[config.mk]
export PLATFORM = sky130hd
export DESIGN_NAME = imm_encoder
export DESIGN_NICKNAME = d
export VERILOG_FILES = /design/src/rtl/imm_encoder.sv
export SDC_FILE = /design/constraint.sdc
export NUM_CORES = 1
export LEC_CHECK = 0
export CORE_MARGIN = 10
export CORE_UTILIZATION = 57
export CTS_BUF_LIST = sky130_fd_sc_hd__clkbuf_4 sky130_fd_sc_hd__clkbuf_8 sky130_fd_sc_hd__clkbuf_16
export DETAILED_ROUTE_END_ITERATION = 8
export DONT_BUFFER_PORTS = 1
export PLACE_DENSITY = 0.75
export SYNTH_ARGS = -nofsm -noshare
export SYNTH_HDL_FRONTEND = slang
export SYNTH_SLANG_ARGS = --single-unit
[constraint.sdc]
create_clock -name clk -period 1.6 [get_ports clk]
set_input_delay 0.32 -clock clk [delete_from_list [all_inputs] [get_ports clk]]
set_output_delay 0.32 -clock clk [all_outputs]
set_load 0.005 [all_outputs]
[src/rtl/imm_encoder.sv]
// imm_encoder: packs decoded RV32I fields into an instruction word through a 2-stage valid/ready pipeline.
// Range/alignment faults and unknown opcodes emit NOP_INST with out_err and bump a saturating counter.
module imm_encoder #(
    parameter int          ERR_CNT_W = 16,
    parameter logic [31:0] NOP_INST  = 32'h00000013
) (
    input  logic                 clk,
    input  logic                 reset_n,
    input  logic                 in_valid,
    output logic                 in_ready,
    input  logic [6:0]           in_opcode,
    input  logic [4:0]           in_rd,
    input  logic [4:0]           in_rs1,
    input  logic [4:0]           in_rs2,
    input  logic [2:0]           in_funct3,
    input  logic [6:0]           in_funct7,
    input  logic [31:0]          in_imm,
    output logic                 out_valid,
    input  logic                 out_ready,
    output logic [31:0]          out_inst,
    output logic                 out_err,
    output logic [ERR_CNT_W-1:0] err_count
);
    localparam logic [6:0] OP_R    = 7'b0110011;
    localparam logic [6:0] OP_I    = 7'b0010011;
    localparam logic [6:0] OP_LD   = 7'b0000011;
    localparam logic [6:0] OP_JALR = 7'b1100111;
    localparam logic [6:0] OP_S    = 7'b0100011;
    localparam logic [6:0] OP_B    = 7'b1100011;
    localparam logic [6:0] OP_J    = 7'b1101111;

    logic                 s1_valid_q, s1_err_q, s1_err_d;
    logic [6:0]           op_q, f7_q;
    logic [4:0]           rd_q, rs1_q, rs2_q;
    logic [2:0]           f3_q;
    logic [31:0]          imm_q, inst_d, out_inst_q;
    logic                 out_valid_q, out_err_q;
    logic [ERR_CNT_W-1:0] err_count_q;
    logic                 s1_adv, s2_adv, i_ok, b_ok, j_ok;

    assign s2_adv    = !out_valid_q || out_ready;
    assign s1_adv    = !s1_valid_q || s2_adv;
    assign in_ready  = s1_adv;
    assign out_valid = out_valid_q;
    assign out_inst  = out_inst_q;
    assign out_err   = out_err_q;
    assign err_count = err_count_q;

    // Sign-extension checks: every bit above the field's sign bit must match it.
    assign i_ok = &in_imm[31:11] || ~|in_imm[31:11];
    assign b_ok = (&in_imm[31:12] || ~|in_imm[31:12]) && !in_imm[0];
    assign j_ok = (&in_imm[31:20] || ~|in_imm[31:20]) && !in_imm[0];

    always_comb begin
        s1_err_d = 1'b1;
        case (in_opcode)
            OP_R:                          s1_err_d = 1'b0;
            OP_I, OP_LD, OP_JALR, OP_S:    s1_err_d = !i_ok;
            OP_B:                          s1_err_d = !b_ok;
            OP_J:                          s1_err_d = !j_ok;
            default:                       s1_err_d = 1'b1;
        endcase
    end

    // Unsupported opcodes already carry s1_err_q, so the default arm only sees I-type.
    always_comb begin
        inst_d = NOP_INST;
        if (!s1_err_q) begin
            case (op_q)
                OP_R:    inst_d = {f7_q, rs2_q, rs1_q, f3_q, rd_q, op_q};
                OP_S:    inst_d = {imm_q[11:5], rs2_q, rs1_q, f3_q, imm_q[4:0], op_q};
                OP_B:    inst_d = {imm_q[12], imm_q[10:5], rs2_q, rs1_q, f3_q, imm_q[4:1], imm_q[11], op_q};
                OP_J:    inst_d = {imm_q[20], imm_q[10:1], imm_q[11], imm_q[19:12], rd_q, op_q};
                default: inst_d = {imm_q[11:0], rs1_q, f3_q, rd_q, op_q};
            endcase
        end
    end

    always_ff @(posedge clk or negedge reset_n) begin
        if (!reset_n) begin
            s1_valid_q  <= 1'b0;
            s1_err_q    <= 1'b0;
            op_q        <= '0;
            f7_q        <= '0;
            rd_q        <= '0;
            rs1_q       <= '0;
            rs2_q       <= '0;
            f3_q        <= '0;
            imm_q       <= '0;
            out_valid_q <= 1'b0;
            out_inst_q  <= '0;
            out_err_q   <= 1'b0;
            err_count_q <= '0;
        end else begin
            if (s1_adv) begin
                s1_valid_q <= in_valid;
                if (in_valid) begin
                    s1_err_q <= s1_err_d;
                    op_q     <= in_opcode;
                    f7_q     <= in_funct7;
                    rd_q     <= in_rd;
                    rs1_q    <= in_rs1;
                    rs2_q    <= in_rs2;
                    f3_q     <= in_funct3;
                    imm_q    <= in_imm;
                end
            end
            if (s2_adv) begin
                out_valid_q <= s1_valid_q;
                if (s1_valid_q) begin
                    out_inst_q <= inst_d;
                    out_err_q  <= s1_err_q;
                end
            end
            if (out_valid_q && out_ready && out_err_q && !(&err_count_q))
                err_count_q <= err_count_q + ERR_CNT_W'(1);
        end
    end
endmodule
Word level (Yosys, flattened, before mapping)
Cells that the tools add are included.
{"block": "totals", "ff_bits": 105, "in_bits": 68}
{"block": "classes", "add_sub_neg": 1, "n_eq_ne": 11, "mux": 3, "n_reduce_logical": 30}
{"cell": "case mux 32 bit (4 select lines)", "n": 1}
{"cell": "== test 7 bit (second input constant)", "n": 5}
{"cell": "two-way mux 32 bit", "n": 1}
{"cell": "== test 7 x 6 -> 1 bit (second input constant)", "n": 4}
{"cell": "AND reduction 21 bit", "n": 1}
{"cell": "OR reduction 21 bit", "n": 1}
{"cell": "AND reduction 20 bit", "n": 1}
{"cell": "OR reduction 20 bit", "n": 1}
{"cell": "adder 16 x 1 -> 16 bit (second input constant)", "n": 1}
{"cell": "AND reduction 16 bit", "n": 1}
{"cell": "AND reduction 12 bit", "n": 1}
{"cell": "OR reduction 12 bit", "n": 1}
{"cell": "logical NOT 1 bit", "n": 10}
{"cell": "== test 7 x 2 -> 1 bit (second input constant)", "n": 1}
{"cell": "== test 7 x 5 -> 1 bit (second input constant)", "n": 1}
{"cell": "logical AND 1 bit", "n": 5}
{"cell": "logical OR 1 bit", "n": 5}
{"cell": "case mux 1 bit (4 select lines)", "n": 1}
{"cell": "AND reduction 2 bit", "n": 2}
{"cell": "OR reduction 4 bit", "n": 1}

Longest topological paths before layout
Gate-level depths: netlist of the first run.
{"block": "depth", "ltp_word": 6, "depth_mapped": 7, "depth_no_buf": 5}

Worst setup path before layout of the first run
OpenSTA, ideal clock, no wires.
{"block": "synth_timing", "path_kind": "register to register", "start": "register op_q[5]", "end": "register out_inst_q[25] (netlist: out_inst[25])", "setup_ns": 0.128, "arrival_ns": 1.485, "slack_ns": -0.013, "path_stages_with_launch": 8, "synth_period_minus_slack_ns": 1.613, "cell_sequence": "dfrtp_1 > nand3_2 > or3_1 > buf_2 > nor3b_2 > buf_6 > mux2i_1 > o21ai_1"}
{"block": "synth_via", "elab_chain_len": 3}
{"item": "from (decl)", "line_no": "33", "text": "logic [6:0] op_q, f7_q;"}
{"item": "from (signal assigned)", "line_no": "99", "text": "op_q <= in_opcode;"}
{"item": "== test 7 bit or == test 7 x 6 -> 1 bit (tied branches)", "line_no": "69", "text": "case (op_q)"}
{"item": "case mux 32 bit (4 select lines) (*)", "line_no": "69"}
{"item": "two-way mux 32 bit (*)", "line_no": "68", "text": "if (!s1_err_q) begin"}
{"item": "to (signal assigned)", "line_no": "111", "text": "out_inst_q <= inst_d;"}
{"item": "to (decl)", "line_no": "36", "text": "logic [31:0] imm_q, inst_d, out_inst_q;"}
Every way passes the cells marked *; elsewhere a longest branch is shown, timed or not.
A chain may end at the register's enable or synchronous reset.

Final worst setup path of the first run
{"block": "layout_timing", "start": "register op_q[0]", "end": "register out_inst_q[29] (netlist: out_inst[29])"}
Same word-level chain as after synthesis.

==> results of run 1 <==
-- sequential cells by signal (all words and copies together) (netlist names), 3 cells and up --
signal	flops
rs2_q	5
rs1_q	5
imm_q	21
out_inst	32
rd_q	5
f7_q	7
f3_q	3
err_count	16
op_q	7
-- stage by stage --
| stage | util (%) | setup TNS [ns] |
|---|---|---|
| floorplan | - | -0.0312 |
| global placement | 63.7 | 0 |
| detailed placement | 63.7 | -0.539 |
| CTS | 66.9 | -0.619 |
| global route | 67.6 | -1.55 |
| finish | 67.6 | -0.417 |
-- worst paths after layout --
path | start | endpoint | slack [ns] | cells past startpoint
worst max-delay path | op_q[0]$_DFFE_PN0P_ | out_inst[29]$_DFFE_PN0P_ | -0.06 | 6
worst min-delay path | reset_n | err_count[12]$_DFFE_PN0P_ | -0.35 | 0
worst max register to register | op_q[0]$_DFFE_PN0P_ | out_inst[29]$_DFFE_PN0P_ | -0.06 | 6
worst min register to register | s1_valid_q$_DFFE_PN0N_ | out_valid$_DFFE_PN0P_ | 0.51 | 1
max in group asynchronous | reset_n | out_inst[12]$_DFFE_PN0P_ | 1.82 | 0
min in group clk | in_valid | s1_valid_q$_DFFE_PN0N_ | 0.09 | 1
-- cell usage in the layout (no fill, tap or decap), types with 9 or more instances in the layout --
| cell | netlist | layout |
|---|---|---|
| sky130_fd_sc_hd__dfrtp_1 | 105 | 104 |
| sky130_fd_sc_hd__mux2_2 | 55 | 55 |
| sky130_fd_sc_hd__nand2_1 | 40 | 39 |
| sky130_fd_sc_hd__buf_4 | 0 | 36 |
| sky130_fd_sc_hd__o21ai_0 | 25 | 24 |
| sky130_fd_sc_hd__mux2i_1 | 23 | 23 |
| sky130_fd_sc_hd__o21ai_1 | 11 | 12 |
| sky130_fd_sc_hd__nand4_1 | 10 | 10 |
| sky130_fd_sc_hd__xnor2_1 | 10 | 10 |
| sky130_fd_sc_hd__nor2_1 | 9 | 9 |
| sky130_fd_sc_hd__clkbuf_8 | 0 | 9 |
-- cells by family after synthesis --
| group | share of synthesized area, % |
|---|---|
| xor gates and xnor gates | 2.87 |
| and+or+nand+nor | 12.0 |
| muxes | 18.6 |
| buffers and inverters | 2.16 |
| AOI/OAI and AO/OA | 6.65 |
| DFF | 57.5 |
| adders and majority gates | 0.274 |
-- final cells by class --
type | instances | area, um^2 | share of cell area (%)
clock buffer | 9 | 124 | 2.36
inverter | 5 | 18.8 | 0.357
timing repair buffer | 42 | 364 | 6.93
multi-input combinational | 248 | 1910 | 36.3
sequential | 105 | 2630 | 50.0
clock inverter | 6 | 83.8 | 1.60
tap | 102 | 128 | 2.43
-- power groups by stage --
stage / registers, uW / clock network [uW] / logic, uW
floorplan: 3230 / 0 / 563
global placement: 3220 / 0 / 903
detailed placement: 3240 / 0 / 932
CTS: 3190 / 1770 / 949
global route: 3240 / 1880 / 1050
finish: 3190 / 1730 / 955
-- per-layer routing --
| layer | GRT usage (%) | part of all wire, % | routed length, um |
|---|---|---|---|
| met3 | 7.14 | 9.5 | 999 |
| met1 | 19.4 | 38 | 4030 |
| met2 | 30.0 | 51 | 5350 |
| met4 | 6.13 | 1.1 | 113 |
| met5 | 0 | 0.067 | 7 |
-- repair_timing --
action | 4_1_cts | 5_1_grt
endpoints found under the setup margin | 19 | 34
endpoints found under the hold margin | 105 | 105
setup buffers | 1 | 2
gates cloned | 0 | 0
pin swaps | 2 | 7
resized for setup | 7 | 9
-- critical path: stages (launching register included) --
cell                      delay, ns
sky130_fd_sc_hd__dfrtp_1       0.39
sky130_fd_sc_hd__nand3_2       0.09
sky130_fd_sc_hd__or3_4         0.37
sky130_fd_sc_hd__nor3b_4       0.25
sky130_fd_sc_hd__buf_6         0.17
sky130_fd_sc_hd__mux2i_1       0.19
sky130_fd_sc_hd__o21ai_1       0.08
==> results.md, run 1 <==
- The final global-route overflow total is 0.
- By count the netlist is led by 105 x sky130_fd_sc_hd__dfrtp_1, 55 x sky130_fd_sc_hd__mux2_2, 40 x sky130_fd_sc_hd__nand2_1.
- The register area share after synthesis is 57.5%.
- The overall power consumption is 5870 uW.
- The checks that failed: hold timing, setup timing.
- The post-detailed-placement cell area is 0.00495 mm^2.
- The first global-routing pass estimated 16.5 mm of wire.
- The relative area change from synthesis to final layout is 14.9%.
- Setup slack on the critical path of the routed design comes to -0.0560 ns.
- Setup repair after global routing could not meet its margin everywhere.
- At the placement stage, the worst setup path has a slack of -0.0569 ns.
- The critical path arrival is 1.88 ns.
- Summed over all nets, the switching power comes to 1500 uW.
- The row count is 32.
- Of all cell types, the one taking the most synthesized area is sky130_fd_sc_hd__dfrtp_1.
- The tightest min-delay check is of the input pin to asynchronous set/reset pin type.
- The clock passes through at most 2 buffers.
- The tool flagged a number of max-cap violations equal to 0.
- Data on the critical path is required at its endpoint by 1.83 ns.
- The area share of the leading cell type in the synthesized netlist is 57.5%.
- The minimum hold slack is -0.353 ns.
- The total setup violations reported at the end of the flow is 15.
- The sort of element at the start of the critical path is a flop.
- The power density over the cells is 1120 mW/mm^2.
- The fraction of final layout cells sized beyond drive strength 1 is 31.3%.
- Timing would allow up to 604 MHz.
- The number of nets handed over by synthesis was 444.
- In the synthesized netlist, the number of instances is 375.
- The die boundary width is 110 um.
- The share of async-settable or async-resettable flops after synthesis is 100%.
- The number of detailed-route iterations in the first pass is 4.
- Among all cell types in the netlist, the one instantiated most often is sky130_fd_sc_hd__dfrtp_1.
- A synthesized cell averages 12.2 um^2.
- The count of final max-slew check failures was 0.
- TritonCTS built the clock tree.
- Dividing the final minimum period by the clock period gives 103%.
- For the final database, setup skew stands at 0.00943 ns.
- The share of total power in combinational logic is 16.3%.
- The post-layout instance area is 0.00525 mm^2.
- Yosys printed 0 warnings.
- Net switching is 25.6% of the power.
- The post-route minimum period is 1.66 ns.
- The detailed-placement wirelength estimate is 7.74 mm.
- After detailed routing, the total wire length is 10.5 mm.
- The tree built by TritonCTS fans out to 105 sinks.
- In this run the standard cell core region covers 0.00777 mm^2.
- The clock network power share is 29.5%.
- Entering global routing, the biggest net connects 106 pins.
- The flow ran to the end, but the final reports show violations.
- The placer's final routability congestion estimate is 0.851.
- The category of the worst setup path capture point is a flop.
- The number of library cell types mapped by synthesis is 43.
- Global routing used 17.6% of the available tracks across all layers.
- After the first detailed-routing iteration, the DRC count stood at 112.
- Dividing the detail-routed via count by the number of cells gives 5.81.
- Ranked by total cell area, the synthesized netlist is headed by sky130_fd_sc_hd__dfrtp_1 57%, sky130_fd_sc_hd__mux2_2 14%, sky130_fd_sc_hd__mux2i_1 5.0%, sky130_fd_sc_hd__nand2_1 3.3%, sky130_fd_sc_hd__o21ai_0 2.7%.
- Once placement completed, the tool counted placed cells totaling 499.
- The number of antenna violations at the first check in global routing is 1.
- The internal portion of the total power is 4370 uW.
- The critical path is of the flop to flop type.
- The standby leakage power is 0.00221 uW.
- Dividing the detail-routed wire length by the instance count gives 20.3 um.
- The number of clock buffers added by TritonCTS is 9.
- The die covers 0.0120 mm^2.
- Of all nets on the critical path, the largest fanout is 5.
- The count of buffers from port buffering is 0.
- Sequential cells burn 54.3% of the power.
- CTS built an H-tree with a depth of 3.
- In this run the remaining antenna-violating nets after routing total 0.
- The via count of the first global-routing pass is 3165.
- For this run, the number of standard cells in the final layout without fillers is 517.
- 0 antenna diodes ended up in the layout.
- The clock-pin slew of the registers on the worst-case setup and hold paths is 0.10 ns.
- The cell area after technology mapping is 0.00457 mm^2.
- For the worst-skew pair, the clock arrives at the later sink with an insertion delay of 0.35 ns.
- In this run, synthesis produced a sequential element count of 105.
- The worst vdd rail ir drop is 0.652 mV.
- From bottom edge to top edge, the die measures 110 um.
- The vias after detailed routing is 3005.
- In the routed design, unresolved DRC markers number 0.
- For this run, the leading register cell type out of synthesis is sky130_fd_sc_hd__dfrtp_1.
- The number of hold-slack violations in the final timing report is 105.
- The slew at the pin closest to its max-slew limit is 0.424 ns.
- Yosys mapped a number of flops with a built-in enable equal to 0.
- CTS placed an instance of sky130_fd_sc_hd__clkbuf_8 at the clock tree root.
- Fill cells in the final layout number 596.
- Pin placement for this block handled 119 I/O pins.
- The worst slew slack as a fraction of its limit is 71.5%.
- The initial standard-cell utilization of the core is 58.8%.
- The net count reported at finish is 480.
Power figures use the tool's default switching activity.
==> run 2: changes to the inputs <==
Settings changed: BUFFER_PORTS_ARGS from default to -buffer_cell sky130_fd_sc_hd__buf_2, CORE_UTILIZATION 57 to 48, DONT_BUFFER_PORTS 1 to default, PLACE_DENSITY 0.75 to default, PLACE_DENSITY_LB_ADDON from default to 0.2.
==> results.md, run 2 (same netlist as run 1, synthesis figures left out) <==
- The number of hold-slack violations in the final timing report is 0 (-100%).
- The cell depth of the worst min-delay path is 2.
- The via count of the first global-routing pass is 3600 (+14%).
- The number of flip-flops in the largest register is 32 (unchanged).
- The pin count of the biggest net entering global routing came to 36 (-66%).
- The detailed-placement wirelength estimate is 8.36 mm (+8.1%).
- The initial standard-cell utilization of the core is 49.5% (-9.4 points).
- The clock-pin slew of the registers on the worst-case setup and hold paths came to 0.11 ns (about the same).
- The total setup violations reported at the end of the flow is 12 (-3).
- The clock tree buffer depth is 2 (unchanged).
- The post-detailed-placement cell area came to 0.00558 mm^2 (+13%).
- In the layout the commonest cells are 117 x sky130_fd_sc_hd__buf_2, 104 x sky130_fd_sc_hd__dfrtp_1, 55 x sky130_fd_sc_hd__mux2_2.
- The worst slew slack as a fraction of its limit was 64.1% (-7.3 points).
- The category of the worst setup path capture point is a flop.
- The overall power consumption was 6100 uW (+3.9%).
- The count of buffers from port buffering came to 118 (+118).
- The aggregate global-route resource usage is 15.9% (-1.6 points).
- The first-pass GRT wire length was 18.4 mm (+12%).
- The busiest layer in global routing is met2.
- The final global-route overflow total was 0 (unchanged).
- The number of primary I/O pins is 119 (unchanged).
- The overall routed net length is 11.2 mm (+7.0%).
- The maximum fanout along the worst path is 5 (unchanged).
- The clock tree from TritonCTS is yes.
- The critical path arrival is 1.83 ns (-0.05 ns).
- The worst setup path is of the flop to flop kind.
- The H-tree depth was 3 (unchanged).
- The y dimension of the die is 118 um (+7.3%).
- The number of max-cap violations is 0 (unchanged).
- The routed wirelength normalized by instance count came to 16.8 um (-17%).
- The net count reported at finish is 603 (+26%).
- The row count was 35 (+9.4%).
- The worst setup path is launched from a flop.
- The fraction of met3 tracks used by global routing is 3.65% (-3.5 points).
- The number of sinks driven by the clock tree is 105 (unchanged).
- The number of antenna violations at the first check in global routing was 0 (-1).
- Leaving out fill and tap cells, the most frequent cell in the layout is sky130_fd_sc_hd__buf_2.
- The count of final max-slew check failures came to 0 (unchanged).
- The global routing usage on met1 came to 20.4% (+1.0 points).
- The post-route minimum period is 1.62 ns (-0.0341 ns).
- The final worst setup slack came to -0.0218 ns (+0.0341 ns).
- The startpoint of the worst register-to-register path is op_q[5]$_DFFE_PN0P_.
- The launch instance of the worst min-delay path is in_imm[2].
- The master cell of the clock root buffer is sky130_fd_sc_hd__clkbuf_8.
- The flow ran to the end, but the final reports show violations.
- Setup repair after global routing could not meet its margin everywhere.
- The required time reported for the critical path endpoint is 1.81 ns (-0.02 ns).
- The worst clock skew is 0.0141 ns (+0.00465 ns).
- The number of cells on the worst reg-to-reg path is 7 (+1).
- The initial detailed-routing violation count came to 163 (+46%).
- The vias after detailed routing is 3416 (+14%).
- The DRC violations left is 0 (unchanged).
- The fraction of final layout cells sized beyond drive strength 1 came to 46.9% (+16 points).
- The worst register-to-register path ends at out_inst[24]$_DFFE_PN0P_.
- The final reports fail on setup timing.
- The slew at the pin closest to its max-slew limit is 0.538 ns (+0.114 ns).
- The worst vdd rail ir drop came to 0.583 mV (-11%).
- The core region area is 0.00924 mm^2 (+19%).
- The number of vias per cell was 5.11 (-12%).
- The die footprint is 0.0138 mm^2 (+15%).
- Compared with the post-synthesis result, the final layout area differs by 30.2%.
- The placer's final routability congestion estimate is 0.806 (-5.4%).
- The number of diodes is 0 (unchanged).
- The later-pin clock latency in the skew report is 0.35 ns (about the same).
- The slack of the worst reg-to-reg path came to -0.02 ns (+0.03 ns).
- The fraction of met2 tracks used by global routing came to 26.1% (-3.9 points).
- The share of the clock period used by the worst path is 101% (-2.1 points).
- The standby leakage power is 0.00275 uW (+24%).
- The CTS buffer count is 9 (unchanged).
- The number of detailed-route iterations in the first pass was 4 (unchanged).
- The number of inserted filler cells in the final layout is 746 (+25%).
- The type of the most critical hold path is input pin to flop.
- The destination of the worst hold path is imm_q[2]$_DFFE_PN0P_.
- The post-placement worst setup slack was -0.0816 ns (-0.0247 ns).
- The post-layout instance area is 0.00595 mm^2 (+13%).
- The die boundary width was 118 um (+7.3%).
- The power density over the cells is 1030 mW/mm^2 (-8.3%).
- The post-route antenna net violation count is 0 (unchanged).
- The peak clock frequency supported by timing came to 617 MHz (+2.1%).
==> run 2: cell types whose count changed in the layout (fill, tap and decap cells not counted), sizes merged <==
cell | before | now
clkbuf | 9 | 11
clkinvlp | 0 | 2
bufinv | 2 | 1
clkinv | 4 | 1
inv | 5 | 7
buf | 42 | 163
dlygate4sd3 | 0 | 1
==> run 2: how the worst max path moves through the flow <==
stage                              startpoint                       end
after floorplan           op_q[5]$_DFFE_PN0P_  out_inst[25]$_DFFE_PN0P_
after global placement              out_ready      s1_err_q$_DFFE_PN0P_
after detailed placement            out_ready      s1_err_q$_DFFE_PN0P_
after CTS                 op_q[5]$_DFFE_PN0P_  out_inst[11]$_DFFE_PN0P_
after global routing      op_q[5]$_DFFE_PN0P_  out_inst[11]$_DFFE_PN0P_
final                     op_q[5]$_DFFE_PN0P_  out_inst[24]$_DFFE_PN0P_
==> run 2: area by class of cell <==
class | count | area [um^2] | area share (%)
inverters | 5 | 18.8 | 0.315
flip-flops and latches | 105 | 2630 | 44.2
clock inverters | 6 | 73.8 | 1.24
repair buffers | 165 | 1030 | 17.3
multi-input cells | 248 | 1900 | 31.9
clock buffers | 10 | 138 | 2.31
well taps | 129 | 161 | 2.71
==> run 2: routing by layer <==
metal	vias up	wire [um]
met5	-	0
met4	0	122
met3	11	477
met2	83	5360
met1	1670	5270
li1	1652	-
==> run 2: power by group <==
group          switching [uW]  internal (uW)  total (uW)
combinational             554            683        1240
sequential                194           2970        3170
clock                     911            786        1700
==> run 2: critical path: stages (launching register included) <==
cell                      delay [ns]
sky130_fd_sc_hd__dfrtp_1        0.38
sky130_fd_sc_hd__nand3_2        0.09
sky130_fd_sc_hd__or3_4          0.35
sky130_fd_sc_hd__buf_6          0.14
sky130_fd_sc_hd__a21oi_2        0.11
sky130_fd_sc_hd__buf_6          0.14
sky130_fd_sc_hd__mux2i_1        0.19
sky130_fd_sc_hd__o21ai_1        0.07
==> run 2: metrics by stage <==
step | hold WS [ns] | instances | util [%] | setup TNS, ns
detailed placement | 0.271 | 643 | 60.4 | -0.611
global route | 0.168 | 668 | 64.4 | -1.70
floorplan | 0.0244 | 375 | - | -0.0312
CTS | 0.176 | 663 | 63.3 | -0.264
finish | 0.191 | 668 | 64.4 | -0.120
global placement | 0.269 | 643 | 60.4 | -0.107
==> run 2: repair_timing <==
item,in CTS,in global routing
endpoints found under the setup margin,17,47
buffers inserted,3,4
hold buffers,1,0
cloned,0,1
pin swaps,4,11
gates resized for setup,9,11
hold endpoints to repair,25,0
==> run 3: changes to the inputs <==
Settings changed: CELL_PAD_IN_SITES_DETAIL_PLACEMENT from default to 0, CELL_PAD_IN_SITES_GLOBAL_PLACEMENT from default to 2, CORE_UTILIZATION 48 to 35, CTS_BUF_LIST sky130_fd_sc_hd__clkbuf_4 sky130_fd_sc_hd__clkbuf_8 sky130_fd_sc_hd__clkbuf_16 to sky130_fd_sc_hd__clkbuf_4 sky130_fd_sc_hd__clkbuf_8.
Clock period 1.6 ns to 1.5 ns, I/O delays scaled along.
==> results.md, run 3 (same netlist as run 1, synthesis figures left out) <==
- The placer's final routability congestion estimate is 0.790 (-1.9%).
- The vias after detailed routing is 3517 (+3.0%).
- The H-tree depth is 3 (unchanged).
- The final reports fail on setup timing.
- In this run the most used layer during global routing was met2.
- The slew at the pin closest to its max-slew limit is 0.342 ns (-0.196 ns).
- The final global-route overflow total is 0 (unchanged).
- The worst slew slack as a fraction of its limit is 77.2% (+13 points).
- The type of the most critical hold path is input pin to flop.
- The initial standard-cell utilization of the core is 35.9% (-14 points).
- The core region area is 0.0127 mm^2 (+38%).
- Leaving out fill and tap cells, the most frequent cells in the layout are 116 x sky130_fd_sc_hd__buf_2, 105 x sky130_fd_sc_hd__dfrtp_1, 43 x sky130_fd_sc_hd__buf_4.
- The number of flip-flops in the largest register is 32 (unchanged).
- The number of inserted filler cells in the final layout is 1206 (+62%).
- The routed wirelength normalized by instance count came to 18.2 um (+8.2%).
- The later-pin clock latency in the skew report is 0.38 ns (+0.03 ns).
- The commonest non-fill, non-tap cell in the layout is sky130_fd_sc_hd__buf_2.
- The y dimension of the die is 134 um (+14%).
- The die footprint was 0.0180 mm^2 (+30%).
- The first-pass GRT wire length came to 19.5 mm (+5.8%).
- The peak clock frequency supported by timing is 615 MHz (-0.28%).
- The fraction of met2 tracks used by global routing is 21.0% (-5.1 points).
- In this run the clock root is driven by a sky130_fd_sc_hd__clkbuf_8.
- The clock tree buffer depth is 2 (unchanged).
- The global routing usage on met1 is 17.5% (-3.0 points).
- The type of the worst setup path is flop to flop.
- The fraction of final layout cells sized beyond drive strength 1 was 50.7% (+3.8 points).
- The post-placement worst setup slack came to -0.189 ns (-0.107 ns).
- The post-placement cell count is 695 (+8.1%).
- The area used by sequential logic in the layout is 0.00263 mm^2 (about the same).
- The count of buffers from port buffering was 118 (unchanged).
- The count of final max-slew check failures came to 0 (unchanged).
- The relative area change from synthesis to final layout is 41.6%.
- The post-route antenna net violation count was 0 (unchanged).
- The CTS buffer count is 9 (unchanged).
- The worst vdd rail ir drop was 0.563 mV (-3.4%).
- The post-layout instance count excluding filler cells was 728 (+9.0%).
- The run finished, with violations left.
- The number of hold-slack violations in the final timing report was 0 (unchanged).
- The fraction of met3 tracks used by global routing was 4.33% (+0.69 points).
- The maximum fanout along the worst path is 6 (+1).
- The number of sinks driven by the clock tree is 105 (unchanged).
- The DRC violations left is 0 (unchanged).
- The sort of element at the start of the critical path is a flop.
- Setup repair after global routing could not meet its margin everywhere.
- The pin count of the biggest net entering global routing is 43 (+19%).
- The final worst setup slack is -0.126 ns (-0.105 ns).
- The initial detailed-routing violation count is 123 (-25%).
- The core occupancy in the finished layout is 50.9% (-14 points).
- The clock-pin slew of the registers on the worst-case setup and hold paths came to 0.10 ns (about the same).
- The net count reported at finish is 620 (+2.8%).
- The total setup violations reported at the end of the flow is 26 (+14).
- The via count of the first global-routing pass is 3590 (-0.28%).
- The number of vias per cell came to 4.83 (-5.5%).
- The detailed-placement wirelength estimate came to 9.07 mm (+8.4%).
- The number of max-cap violations is 0 (unchanged).
- The row count is 41 (+17%).
- The category of the worst setup path capture point is a flop.
- The required time reported for the critical path endpoint is 1.81 ns (about the same).
- The post-route minimum period was 1.63 ns (+0.00460 ns).
- The share of the clock period used by the worst path is 108% (+7.1 points).
- The standby leakage power is 0.00302 uW (+9.9%).
- The number of detailed-route iterations in the first pass was 4 (unchanged).
- The aggregate global-route resource usage is 13.6% (-2.3 points).
- The critical path arrival is 1.93 ns (+0.10 ns).
- The number of antenna violations at the first check in global routing was 0 (unchanged).
- The power density over the cells is 1050 mW/mm^2 (+2.8%).
- The overall routed net length is 13.2 mm (+18%).
- The number of diodes is 0 (unchanged).
- The slack of the worst reg-to-reg path is -0.13 ns (-0.10 ns).
- The multi-input gate area in the final layout is 0.00211 mm^2 (+11%).
- The clock tree from TritonCTS is yes.
- The die boundary width came to 134 um (+14%).
- The number of primary I/O pins was 119 (unchanged).
- The worst clock skew came to 0.0153 ns (+0.00120 ns).
## run 3: per-layer routing
layer  up-vias  part of all wire, %
met5         -                    0
met4         0                  1.2
met3        12                  5.3
met2        73                   47
met1      1741                   46
li1       1691                    -
## run 3: final cells by class
cell class	count	share of cell area, %
Timing Repair Buffer	181	19.8
Sequential cell	105	40.6
Inverter	5	0.290
Clock buffer	12	2.46
Tap cell	172	3.33
Multi-Input combinational cell	249	32.7
Clock inverter	4	0.793
## run 3: critical path, cell delays in order, from the launching register on
cell	delay, ns
sky130_fd_sc_hd__dfrtp_1	0.39
sky130_fd_sc_hd__nand3_2	0.08
sky130_fd_sc_hd__or3_4	0.36
sky130_fd_sc_hd__buf_6	0.14
sky130_fd_sc_hd__nor2_4	0.20
sky130_fd_sc_hd__buf_4	0.16
sky130_fd_sc_hd__nand3_2	0.06
sky130_fd_sc_hd__a32oi_1	0.16
## run 3: timing repair
action,in CTS,in global routing
endpoints found under the hold margin,18,0
setup buffers,2,9
resized for setup,11,59
endpoints found under the setup margin,30,91
hold buffers,1,0
pin swaps,11,18
cloned,0,9
## run 3: power by group
group	internal, uW	total, uW	switching [uW]
sequential	3170	3380	212
combinational	894	1570	680
clock	883	1860	978
total	4950	6820	1870
## run 3: stage by stage
stage               power, uW  hold WS, ns  setup TNS (ns)  instance area, um^2
floorplan                4050      0.00441           -1.25                 4590
global placement         4730        0.212           -3.67                 5730
detailed placement       4770        0.211           -5.93                 5730
CTS                      6690        0.118           -2.16                 6020
global route             7210        0.117           -5.04                 6470
finish                   6820        0.144           -1.88                 6470
## run 3: path summary, 6_finish.rpt
| kind | to | startpoint | cells after the start |
|---|---|---|---|
| min reg2reg | out_inst[14]$_DFFE_PN0P_ | out_inst[14]$_DFFE_PN0P_ | 2 |
| min in group asynchronous | imm_q[10]$_DFFE_PN0P_ | reset_n | 2 |
| max in group asynchronous | f7_q[0]$_DFFE_PN0P_ | reset_n | 3 |
| max | out_inst[31]$_DFFE_PN0P_ | op_q[0]$_DFFE_PN0P_ | 7 |
| max reg2reg | out_inst[31]$_DFFE_PN0P_ | op_q[0]$_DFFE_PN0P_ | 7 |
| min | f7_q[3]$_DFFE_PN0P_ | in_funct7[3] | 2 |
